### config.mk
export PLATFORM = sky130hd
export DESIGN_NAME = if_stage_flat
export DESIGN_NICKNAME = d
export VERILOG_FILES = /design/src/rtl/if_stage_pkg.sv /design/src/rtl/if_stage_if.sv /design/src/rtl/if_stage_ifid_reg.sv /design/src/rtl/if_stage.sv /design/src/flat_wrapper.sv
export SDC_FILE = /design/constraint.sdc
export NUM_CORES = 1
export LEC_CHECK = 0
export BUFFER_PORTS_ARGS = -buffer_cell sky130_fd_sc_hd__buf_2
export CELL_PAD_IN_SITES_DETAIL_PLACEMENT = 2
export CELL_PAD_IN_SITES_GLOBAL_PLACEMENT = 2
export CORE_MARGIN = 4
export CORE_UTILIZATION = 30
export CTS_BUF_LIST = sky130_fd_sc_hd__clkbuf_2
export CTS_CLUSTER_SIZE = 30
export DETAILED_ROUTE_END_ITERATION = 10
export PLACE_DENSITY = 0.85
export SYNTH_ARGS = -nofsm -noshare
export SYNTH_HDL_FRONTEND = slang
export SYNTH_HIERARCHICAL = 1
export SYNTH_SLANG_ARGS = --single-unit
### constraint.sdc
create_clock -name cpu_clk_50M -period 3.5 [get_ports cpu_clk_50M]
set_clock_uncertainty 0.1 [all_clocks]
set_input_delay 0.35 -clock cpu_clk_50M [delete_from_list [all_inputs] [get_ports cpu_clk_50M]]
set_output_delay 0.35 -clock cpu_clk_50M [all_outputs]
set_load 0.005 [all_outputs]
### src/rtl/if_stage_pkg.sv
// Shared constants and types for the instruction-fetch stage of the five-stage MIPS core.
package if_stage_pkg;

   localparam int                 INST_ADDR_BUS = 32;
   localparam int                 JTSEL_BUS     = 2;
   localparam logic [31:0]        PC_INIT       = 32'h0000_0000;

   localparam logic               STOP          = 1'b1;
   localparam logic               NOSTOP        = 1'b0;
   localparam logic               FLUSH         = 1'b1;
   localparam logic               RST_ENABLE    = 1'b0;

   // Jump-target select codes produced by the decode stage.
   typedef enum logic [JTSEL_BUS-1:0] {
      JT_SEQ = 2'b00,
      JT_J   = 2'b01,
      JT_JR  = 2'b10,
      JT_BR  = 2'b11
   } jtsel_e;

   // Sequential successor of an instruction address; wraps modulo 2^32.
   function automatic logic [INST_ADDR_BUS-1:0] pc_inc(input logic [INST_ADDR_BUS-1:0] a);
      return a + 32'd4;
   endfunction

endpackage

### src/rtl/if_stage_if.sv
// Bundle of the fetch stage's control inputs, decode-side jump targets,
// inst_rom address bus and the IF/ID register outputs.
//
// Flow control: there is no valid/ready pair on this bundle. stall[0]
// freezes the PC, stall[1] freezes the IF/ID register, and flush overrides
// both. ice marks every cycle in which the inst_rom must read iaddr.
interface if_stage_if;
   import if_stage_pkg::*;

   logic [1:0]                stall;
   logic                      flush;
   logic [INST_ADDR_BUS-1:0]  cp0_excaddr;
   logic [JTSEL_BUS-1:0]      jtsel;
   logic [INST_ADDR_BUS-1:0]  jump_addr_1;
   logic [INST_ADDR_BUS-1:0]  jump_addr_2;
   logic [INST_ADDR_BUS-1:0]  jump_addr_3;
   logic                      next_delay_i;

   logic                      ice;
   logic [INST_ADDR_BUS-1:0]  iaddr;
   logic [INST_ADDR_BUS-1:0]  pc;
   logic [INST_ADDR_BUS-1:0]  id_pc_o;
   logic [INST_ADDR_BUS-1:0]  id_pc_plus_4_o;
   logic                      id_in_delay_o;
   logic                      flush_im;

   // Fetch-stage side.
   modport master (
      input  stall, flush, cp0_excaddr, jtsel,
      input  jump_addr_1, jump_addr_2, jump_addr_3, next_delay_i,
      output ice, iaddr, pc, id_pc_o, id_pc_plus_4_o, id_in_delay_o, flush_im
   );

   // Surrounding pipeline side (decode, CP0, stall controller, inst_rom).
   modport slave (
      output stall, flush, cp0_excaddr, jtsel,
      output jump_addr_1, jump_addr_2, jump_addr_3, next_delay_i,
      input  ice, iaddr, pc, id_pc_o, id_pc_plus_4_o, id_in_delay_o, flush_im
   );

endinterface

### src/rtl/if_stage_ifid_reg.sv
// IF/ID pipeline register: carries the fetch PC, its successor and the
// delay-slot flag into decode. Flush beats stall; flush_im kills the
// instruction word that the synchronous inst_rom delivers alongside.
module ifid_reg
   import if_stage_pkg::*;
(
   input  logic                      clk,
   input  logic                      rst_n,
   input  logic                      flush,
   input  logic                      hold,
   input  logic [INST_ADDR_BUS-1:0]  pc,
   input  logic                      next_delay,
   output logic [INST_ADDR_BUS-1:0]  id_pc,
   output logic [INST_ADDR_BUS-1:0]  id_pc_plus_4,
   output logic                      id_in_delay,
   output logic                      flush_im
);

   // Capture, hold or clear the IF/ID contents.
   always_ff @(posedge clk or negedge rst_n) begin
      if (!rst_n) begin
         id_pc        <= PC_INIT;
         id_pc_plus_4 <= pc_inc(PC_INIT);
         id_in_delay  <= 1'b0;
         flush_im     <= 1'b1;
      end else if (flush == FLUSH) begin
         id_pc        <= PC_INIT;
         id_pc_plus_4 <= pc_inc(PC_INIT);
         id_in_delay  <= 1'b0;
         flush_im     <= 1'b1;
      end else if (hold == STOP) begin
         id_pc        <= id_pc;
         id_pc_plus_4 <= id_pc_plus_4;
         id_in_delay  <= id_in_delay;
         flush_im     <= flush_im;
      end else begin
         id_pc        <= pc;
         id_pc_plus_4 <= pc_inc(pc);
         id_in_delay  <= next_delay;
         flush_im     <= 1'b0;
      end
   end

endmodule

### src/rtl/if_stage.sv
// Instruction-fetch stage: owns the PC, drives the synchronous inst_rom and
// feeds the IF/ID register. The PC redirects on flush (CP0 vector) or on a
// jump target resolved in decode; the delay-slot instruction already in
// IF proceeds normally.
module if_stage
   import if_stage_pkg::*;
(
   input  logic          cpu_clk_50M,
   input  logic          cpu_rst_n,
   if_stage_if.master    bus
);

   logic                      ce;
   logic [INST_ADDR_BUS-1:0]  pc_q;
   logic [INST_ADDR_BUS-1:0]  target;
   logic                      pc_hold;

   // stall=2'b10 is illegal; it is folded into a full hold so the PC never
   // runs ahead of a frozen IF/ID register.
   assign pc_hold = (bus.stall[0] == STOP) || (bus.stall[1] == STOP);

   // Next-PC candidate chosen by the decode stage's jump select.
   always_comb begin
      target = pc_inc(pc_q);
      case (jtsel_e'(bus.jtsel))
         JT_SEQ:  target = pc_inc(pc_q);
         JT_J:    target = bus.jump_addr_1;
         JT_JR:   target = bus.jump_addr_3;
         JT_BR:   target = bus.jump_addr_2;
         default: target = pc_inc(pc_q);
      endcase
   end

   // Chip enable and PC: the first edge after reset only raises ce so that
   // PC_INIT is fetched exactly once before the PC starts advancing.
   always_ff @(posedge cpu_clk_50M or negedge cpu_rst_n) begin
      if (!cpu_rst_n) begin
         ce   <= 1'b0;
         pc_q <= PC_INIT;
      end else if (!ce) begin
         ce   <= 1'b1;
         pc_q <= pc_q;
      end else if (bus.flush == FLUSH) begin
         pc_q <= bus.cp0_excaddr;
      end else if (pc_hold) begin
         pc_q <= pc_q;
      end else begin
         pc_q <= target;
      end
   end

   // While stalled the ROM keeps reading the same address, so a held
   // IF/ID register sees a consistent instruction word.
   assign bus.iaddr = pc_q;
   assign bus.pc    = pc_q;
   assign bus.ice   = ce;

   ifid_reg u_ifid_reg (
      .clk          (cpu_clk_50M),
      .rst_n        (cpu_rst_n),
      .flush        (bus.flush),
      .hold         (bus.stall[1]),
      .pc           (pc_q),
      .next_delay   (bus.next_delay_i),
      .id_pc        (bus.id_pc_o),
      .id_pc_plus_4 (bus.id_pc_plus_4_o),
      .id_in_delay  (bus.id_in_delay_o),
      .flush_im     (bus.flush_im)
   );

endmodule

### src/flat_wrapper.sv
// flat-port wrapper written by rule: the top's interface ports become plain ports
module if_stage_flat import if_stage_pkg::*;
  (cpu_clk_50M, cpu_rst_n, bus_stall, bus_flush, bus_cp0_excaddr, bus_jtsel, bus_jump_addr_1, bus_jump_addr_2, bus_jump_addr_3, bus_next_delay_i, bus_ice, bus_iaddr, bus_pc, bus_id_pc_o, bus_id_pc_plus_4_o, bus_id_in_delay_o, bus_flush_im);
  if_stage_if bus_i ();
  input  logic cpu_clk_50M;
  input  logic cpu_rst_n;
  input wire logic [$bits(bus_i.stall)-1:0] bus_stall;
  input wire logic [$bits(bus_i.flush)-1:0] bus_flush;
  input wire logic [$bits(bus_i.cp0_excaddr)-1:0] bus_cp0_excaddr;
  input wire logic [$bits(bus_i.jtsel)-1:0] bus_jtsel;
  input wire logic [$bits(bus_i.jump_addr_1)-1:0] bus_jump_addr_1;
  input wire logic [$bits(bus_i.jump_addr_2)-1:0] bus_jump_addr_2;
  input wire logic [$bits(bus_i.jump_addr_3)-1:0] bus_jump_addr_3;
  input wire logic [$bits(bus_i.next_delay_i)-1:0] bus_next_delay_i;
  output wire logic [$bits(bus_i.ice)-1:0] bus_ice;
  output wire logic [$bits(bus_i.iaddr)-1:0] bus_iaddr;
  output wire logic [$bits(bus_i.pc)-1:0] bus_pc;
  output wire logic [$bits(bus_i.id_pc_o)-1:0] bus_id_pc_o;
  output wire logic [$bits(bus_i.id_pc_plus_4_o)-1:0] bus_id_pc_plus_4_o;
  output wire logic [$bits(bus_i.id_in_delay_o)-1:0] bus_id_in_delay_o;
  output wire logic [$bits(bus_i.flush_im)-1:0] bus_flush_im;
  assign bus_i.stall = bus_stall;
  assign bus_i.flush = bus_flush;
  assign bus_i.cp0_excaddr = bus_cp0_excaddr;
  assign bus_i.jtsel = bus_jtsel;
  assign bus_i.jump_addr_1 = bus_jump_addr_1;
  assign bus_i.jump_addr_2 = bus_jump_addr_2;
  assign bus_i.jump_addr_3 = bus_jump_addr_3;
  assign bus_i.next_delay_i = bus_next_delay_i;
  assign bus_ice = bus_i.ice;
  assign bus_iaddr = bus_i.iaddr;
  assign bus_pc = bus_i.pc;
  assign bus_id_pc_o = bus_i.id_pc_o;
  assign bus_id_pc_plus_4_o = bus_i.id_pc_plus_4_o;
  assign bus_id_in_delay_o = bus_i.id_in_delay_o;
  assign bus_flush_im = bus_i.flush_im;
  if_stage u_core (.cpu_clk_50M(cpu_clk_50M), .cpu_rst_n(cpu_rst_n), .bus(bus_i));
endmodule
==> metrics <==
Mean Syn Cell Area=about 8.7 um2; Die Ht=around 150 um; Initial Util=0.3049; # fillers=roughly 2500; final non-filler cell total=around 1200; setup bufs post-CTS=0; CTS resizes=0; via count=roughly 7000; CTS max path bufs=2; crit path kind=reg -> reg; CP startpoint=u_core/bus.iaddr[2]; hold_buf cts=20; CTS tree=done; ranking of synthesized cells by area=dfrtp_1 (37%), mux2i_1 (9.6%), nor2_1 (4.9%), a21oi_1 (4.6%), buf_4 (4.0%); nature of the critical path endpoint=flip-flop; register area share after synthesis=0.3803; # rows=53; Post-synth EDFFs=0; gpl congestion=approximately 0.8; total global-route track usage=0.2316; Final Cycle Share=0.7601; HPWL Detailed=20950 um; Avg WL per Cell=roughly 23 um; VDD IR max=around 0.12 mV; Max Fclk=0.3759 GHz; register area=0.002430 mm2; worst path arrival time=3.10 ns; Post-synth top flop=dfrtp_1; Pwr per Cell Area=379.6 mW/mm2; first-pass iteration count of the detailed router=4; Synth Net Count=870; synthesized area=0.006390 mm2; core area=between 0.02 and 0.025 mm2; r2r setup slk=~0.84 ns; Net count, final=~1100; Num CTS Buffers=9; crit path max fanout=11; Worst R2R End=u_core/bus.iaddr[30]; path depth of the worst reg2reg path=6; Synth Warn #=6; count leader, synth=dfrtp_1; Leak=around 3.9 nW; final hold slack=0.05081 ns; unique cell type count in the Yosys netlist=69; Synth top area share=0.3720; Hold Path Stages=4; I/O pin cnt=267; worst setup path end=u_core/bus.iaddr[30]; vias per cell=between 5 and 6; Slew Limit Fails=0; post-route ant nets=0; Period minus WS final=2.660 ns; Post-Route WL=28170 um; Reg clk slew, reported paths=0.26 ns; initial antenna violation count=0; setup TNS=0 ns; Rel. slew slack=0.3496; Fin. Hold Viols=0; final setup vio count=0; clock sinks=a little under 100; ANT cells=0; DRC viols=0; Synth Register Bits=between 90 and 100; IO Port Bufs=around 270; status=finished clean; cells after synthesis=732; die width=around 150 um; Area after DPL=approximately 0.0077 mm2; Worst R2R Start=u_core/bus.iaddr[2]; H-Tree Depth=3; Startpoint Class=flip-flop; Worst Path Required=between 3 and 4 ns; Worst Hold Class=in -> reg; placed insts=approximately 1200; Max Cap Violations=0; worst skew pair latency=roughly 0.63 ns; Commonest cells post-synth=dfrtp_1 (95), nor2_1 (83), mux2i_1 (61), a21oi_1 (59), nand2_1 (53); drt initial violations=293; RSZ-0062 raised after global routing=no; Finished Cell Area=0.008025 mm2; Synth area leader=dfrtp_1; vias in the first global route=between 7000 and 8000; first-pass GRT wire length=approximately 44000 um; die area=~0.024 mm2; measured slew at the worst slew-check pin=between 0.9 and 1 ns; total gr overflow=0; share of layout cells above drive strength 1=0.3313; Post-synth ARST share=1.000; multi-input logic area=~0.0034 mm2; synthesis-to-layout area growth=25.59%; maximum number of pins on one net before global-route repair=72; CTS root buf=clkbuf_2
state kept, by name (all words and copies together) (netlist names):
register and cells:
u_core/u_ifid_reg/flush_im 1, u_core/u_ifid_reg/id_pc 32, u_core/bus.iaddr 32, u_core/bus.ice 1
u_core/u_ifid_reg/id_in_delay 1, u_core/u_ifid_reg/id_pc_plus_4 30
stage by stage:
stage | worst slack (ns) | utilization | power, mW
final | 0.8395 | 0.3830 | 3.046
after global routing | 0.6546 | 0.3830 | 3.257
after CTS | 0.8583 | 0.3830 | 3.082
after detailed placement | 0.9237 | 0.3695 | 2.554
after global placement | 0.9779 | 0.3695 | 2.501
after floorplan | 1.302 | - | 2.036
cell type report:
class                           instances  share of cell area
Multi-Input combinational cell        529              0.4275
Sequential cell                        97              0.3028
Timing Repair Buffer                  302              0.2064
Tap cell                              275             0.04287
Inverter                               22             0.01029
Clock buffer                           12            0.007484
Clock inverter                          4            0.002650
routing by layer:
| metal | GRT usage | part of all wire | up-vias |
|---|---|---|---|
| met2 | 0.3935 | 0.48 | 261 |
| met4 | 0.06140 | 0.020 | 0 |
| li1 | - | - | 3151 |
| met1 | 0.3028 | 0.44 | 3423 |
| met3 | 0.04334 | 0.057 | 37 |
| met5 | 0 | 0 | - |
kinds of logic after synthesis:
logic type               synth area share
multiplexers                       0.1008
other                           0.0005869
buffers and inverters             0.08420
XOR/XNOR                          0.01371
AND/OR/NAND/NOR                    0.2007
flip-flops                         0.3803
AO/OA/AOI/OAI                      0.2158
adder cells (fa/ha/maj)          0.003916
layout by cell type, fill, tap and decap left out, types with 7 or more instances in the layout:
cell type / n
dfrtp_1: 95
buf_4: 18
nor2_1: 83
nand2_1: 53
mux2i_1: 61
clkbuf_2: 12
nor3_1: 12
and4_1: 12
nand4_1: 14
o21ai_0: 30
nand3_1: 22
a21oi_1: 59
o22a_1: 8
dlygate4sd3_1: 20
buf_2: 264
inv_1: 21
or3_1: 7
a211oi_1: 25
a221oi_1: 9
and3_1: 8
a311oi_1: 14
report_power, final:
part / switching, mW / internal (mW) / total [mW]
sequential: 0.289 / 1.25 / 1.54
combinational: 0.557 / 0.444 / 1.00
clock: 0.403 / 0.0975 / 0.501
total: 1.25 / 1.80 / 3.05
critical path, stage by stage (launching register included):
cell and delay [ns]:
dfrtp_1 0.71, ha_1 0.27, and2_1 0.20, nand3_1 0.30, nor4_1 0.58, a32oi_1 0.18, o22a_1 0.24
worst min path at each step:
stage          slack [ns]                                 end                               start
2_1_floorplan       -0.05                 u_core/bus.iaddr[0]                           cpu_rst_n
3_3_place_gp         0.37  u_core/u_ifid_reg/id_pc_plus_4[24]  u_core/u_ifid_reg/id_pc_plus_4[24]
3_5_place_dp         0.40  u_core/u_ifid_reg/id_pc_plus_4[24]  u_core/u_ifid_reg/id_pc_plus_4[24]
4_1_cts             0.003                u_core/bus.iaddr[22]                 bus_cp0_excaddr[22]
5_1_grt              0.02                u_core/bus.iaddr[15]                 bus_cp0_excaddr[15]
6_report             0.05                u_core/bus.iaddr[22]                 bus_cp0_excaddr[22]
Power figures use the tool's default switching activity.
